===== config.mk =====
export PLATFORM = sky130hd
export DESIGN_NAME = call_select
export DESIGN_NICKNAME = d
export VERILOG_FILES = /design/src/rtl/floor_call_panel_pkg.sv /design/src/rtl/floor_call_panel_call_select.sv
export SDC_FILE = /design/constraint.sdc
export NUM_CORES = 1
export LEC_CHECK = 0
export ABC_CLOCK_PERIOD_IN_PS = 2000
export BUFFER_PORTS_ARGS = -buffer_cell sky130_fd_sc_hd__buf_2
export CORE_MARGIN = 1
export CORE_UTILIZATION = 42
export DETAILED_ROUTE_END_ITERATION = 8
export PLACE_DENSITY = 0.66
export SYNTH_ARGS = -nofsm -noshare
export SYNTH_HDL_FRONTEND = slang
export SYNTH_SLANG_ARGS = --single-unit

===== constraint.sdc =====
create_clock -name vclk -period 2
set_input_delay 0.1 -clock vclk [all_inputs]
set_output_delay 0.1 -clock vclk [all_outputs]
set_load 0.1 [all_outputs]

===== src/rtl/floor_call_panel_pkg.sv =====
// Shared types and constants for the floor call panel: floor numbering,
// pending-call map, travel direction and panel FSM states.
// No logic; imported by the interface, the selector and the panel top.
package elevator_pkg;

    localparam int NUM_FLOORS = 8;
    localparam int FLOOR_W    = $clog2(NUM_FLOORS);

    typedef logic [FLOOR_W-1:0]    floor_t;
    typedef logic [NUM_FLOORS-1:0] floor_map_t;

    // The car controller reads floor 0 as "no request".
    localparam floor_t FLOOR_NONE = '0;

    typedef enum logic {
        DIR_UP,
        DIR_DOWN
    } dir_t;

    typedef enum logic [1:0] {
        IDLE,
        SELECT,
        WAIT_ACK,
        WAIT_DONE
    } panel_state_t;

    // One-hot map with only floor f set.
    function automatic floor_map_t floor_bit(input floor_t f);
        return floor_map_t'(1) << f;
    endfunction

endpackage


===== src/rtl/floor_call_panel_call_select.sv =====
// Purpose: picks the next floor to serve from the pending map, sweep order.
// Latency: purely combinational.
// Backpressure: none; the panel samples the result only in its SELECT state.
// Ports: i_lamp (pending map), i_out_floor (car position), i_dir (current sweep)
//        -> o_target, o_found, o_new_dir (sweep after a possible reversal),
//           o_here (the only pending call is at the car's floor).
module call_select
    import elevator_pkg::*;
(
    input  floor_map_t i_lamp,
    input  floor_t     i_out_floor,
    input  dir_t       i_dir,
    output floor_t     o_target,
    output logic       o_found,
    output dir_t       o_new_dir,
    output logic       o_here
);

    logic   w_above_found;
    logic   w_below_found;
    floor_t w_above;
    floor_t w_below;

    // Nearest pending floor strictly above and strictly below the car.
    // Descending scan leaves the lowest hit above; ascending leaves the highest below.
    always_comb begin
        w_above_found = 1'b0;
        w_above       = FLOOR_NONE;
        for (int i = NUM_FLOORS - 1; i >= 1; i--) begin
            if (i_lamp[i] && (floor_t'(i) > i_out_floor)) begin
                w_above_found = 1'b1;
                w_above       = floor_t'(i);
            end
        end
        w_below_found = 1'b0;
        w_below       = FLOOR_NONE;
        for (int i = 1; i < NUM_FLOORS; i++) begin
            if (i_lamp[i] && (floor_t'(i) < i_out_floor)) begin
                w_below_found = 1'b1;
                w_below       = floor_t'(i);
            end
        end
    end

    always_comb begin
        o_here    = (i_lamp == floor_bit(i_out_floor));
        o_found   = 1'b0;
        o_target  = FLOOR_NONE;
        o_new_dir = i_dir;
        if (i_dir == DIR_UP) begin
            if (w_above_found) begin
                o_found  = 1'b1;
                o_target = w_above;
            end else if (w_below_found) begin
                o_found   = 1'b1;
                o_target  = w_below;
                o_new_dir = DIR_DOWN;
            end
        end else begin
            if (w_below_found) begin
                o_found  = 1'b1;
                o_target = w_below;
            end else if (w_above_found) begin
                o_found   = 1'b1;
                o_target  = w_above;
                o_new_dir = DIR_UP;
            end
        end
    end

endmodule


==> flow_summary.toml <==
[outcome]
status = "completed"

[setup_path]
crit_type = "input pin to output pin"
arrival_ps = 1710
crit_fanout = 15
crit_required_ps = 1900
critPathLaunchType = "input pin"
cp-end-kind = "output pin"

[die]
die-area_sq_mm = 0.00154
core_area_sq_mm = 0.00130
num_io_pins = 18
die_h_microns = 39.3
core.rowCount = 13
initial_core_util_pct = 44.8
chipWidth_microns = 39.3

[place]
io_buffers = 18
placed_cells = 122
gp_congestion = 0.818
pre_cts_ws_ps = 208
hpwl_microns = 1300
placed_area_sq_um = 773

[layout]
regArea_sq_um = 0
fin_area_sq_um = 773
seq_cells = 0
n_antenna_cell = 0
drive_above_1_share_pct = 29.0
syn2layout_area_growth_pct = 32.6
clkbuf_count = 0
instances_no_fill = 122
fin_nets = 122

[synthesis]
syn_avg_cell_area_sq_um = 6.01
synth_area_sq_um = 583
synth_top_area_cell = "o21ai_0"
synthDistinctLibCells = 39
synth_area_leaders = "o21ai_0, a21oi_1, nand2_1"
yosys_warnings = 0
yosysSeqAreaShare_pct = 0
syn-num-nets = 110
syn_inst = 97
synth_top_area_share_pct = 11.2

[power]
p_switching_uw = 196
p_comb_share_pct = 100.0
p_seq_share_pct = 0
p_per_area_mw_per_mm2 = 409
clkPwrFrac_pct = 0
switching_share_pct = 61.9
p_int_uw = 120
power.leakage_nw = 0.310
peakVddDrop_v = 0.000199

[run]
drv_cap = 0

[sta]
period_share_pct = 90.4
slew_violations = 0
rsz0062_at_grt = "no"
maxSlewHeadroom_pct = 67.9
fmax_mhz = 553
setup_violations = 0
post-route-min-period_ps = 1810
hold_viol = 0
setup_ws_ps = 193
max_slew.worst_pin.slew_ps = 485

[route]
drt_iter0_drc = 15
ant_nets = 0
drc_errors = 0
wl_microns = 1800
wl_per_cell_microns = 14.7
vias_per_cell = 6.36
dr.pass1.iters = 4
num_vias = 776

[global_routing]
grt_max_degree = 25
grtUsageMet1_pct = 34.5
grt_pass1_wl_microns = 2950
grt_usage_pct = 26.4
overflow = 0
first_global_vias = 673
met2_usage_pct = 50.8
grt_busiest_layer = "met2"
antenna_found_initial = 0
met3_usage_pct = 0

[cts]
postCtsSetupRepairBufs = 0
postCtsHoldBufs = 0
cts_resized = 0

[hold_path]
hold_class = "input pin to output pin"
==> Yosys cell counts (all sizes together), types with 3 or more instances <==
master	n
a21oi	11
buf	7
nand3	4
nor3	3
nor2b	3
nor2	3
inv	6
nand2	8
clkbuf	5
o21ai	13
==> layer usage <==
metal  vias to the layer above  part of all wire [%]
met3                         0                   3.7
met5                         -                     0
met2                        25                    51
met1                       370                    46
li1                        381                     -
met4                         0                     0
==> cells in the final DEF (no fill, tap or decap), types with 3 or more instances in the layout <==
master   count
buf_2       13
o21ai_0     12
a21oi_1     11
nand2_1      8
inv_1        6
buf_12       5
nand3_1      4
buf_4        4
nor2_1       3
nor2b_1      3
nor3_1       3
==> final cells by class <==
| cell class | instances | area [sq um] |
|---|---|---|
| timing repair buffer | 22 | 195 |
| inverter | 6 | 22.5 |
| tap | 15 | 18.8 |
| multi-input combinational | 79 | 537 |
| fill | 132 | 528 |
==> critical path, stage by stage <==
cell,delay (ps)
buf_2,170
buf_4,210
a21oi_1,150
o22ai_1,140
nor3_1,320
inv_1,90
maj3_2,340
buf_12,180
==> kinds of logic after synthesis <==
logic type	count (synthesis)	share of synthesized area (%)
fa+ha+maj	2	3.86
buf+inv	18	14.2
simple gates	30	28.5
compound gates	46	51.7
mux	1	1.72
==> through the flow <==
stage / TNS, ps / utilization (%) / total power, mW / hold WS [ps]
global route: 0 / 59.4 / 0.334 / 743
global placement: 0 / 59.4 / 0.309 / 693
detailed placement: 0 / 59.4 / 0.313 / 715
floorplan: -7.46 / - / 0.229 / 505
finish: 0 / 59.4 / 0.316 / 711
CTS: 0 / 59.4 / 0.314 / 716
==> worst paths after layout <==
| kind | start | end | slack, ps | cells past startpoint |
|---|---|---|---|---|
| max | i_out_floor[1] | o_new_dir | 190 | 8 |
| min | i_lamp[0] | o_here | 710 | 5 |
==> power groups by stage <==
stage | clock network [mW] | registers [mW] | logic (mW)
after floorplan | 0 | 0 | 0.229
after global placement | 0 | 0 | 0.309
after detailed placement | 0 | 0 | 0.313
after CTS | 0 | 0 | 0.314
after global routing | 0 | 0 | 0.334
final | 0 | 0 | 0.316
No activity file was read; power rests on OpenSTA's default activity.
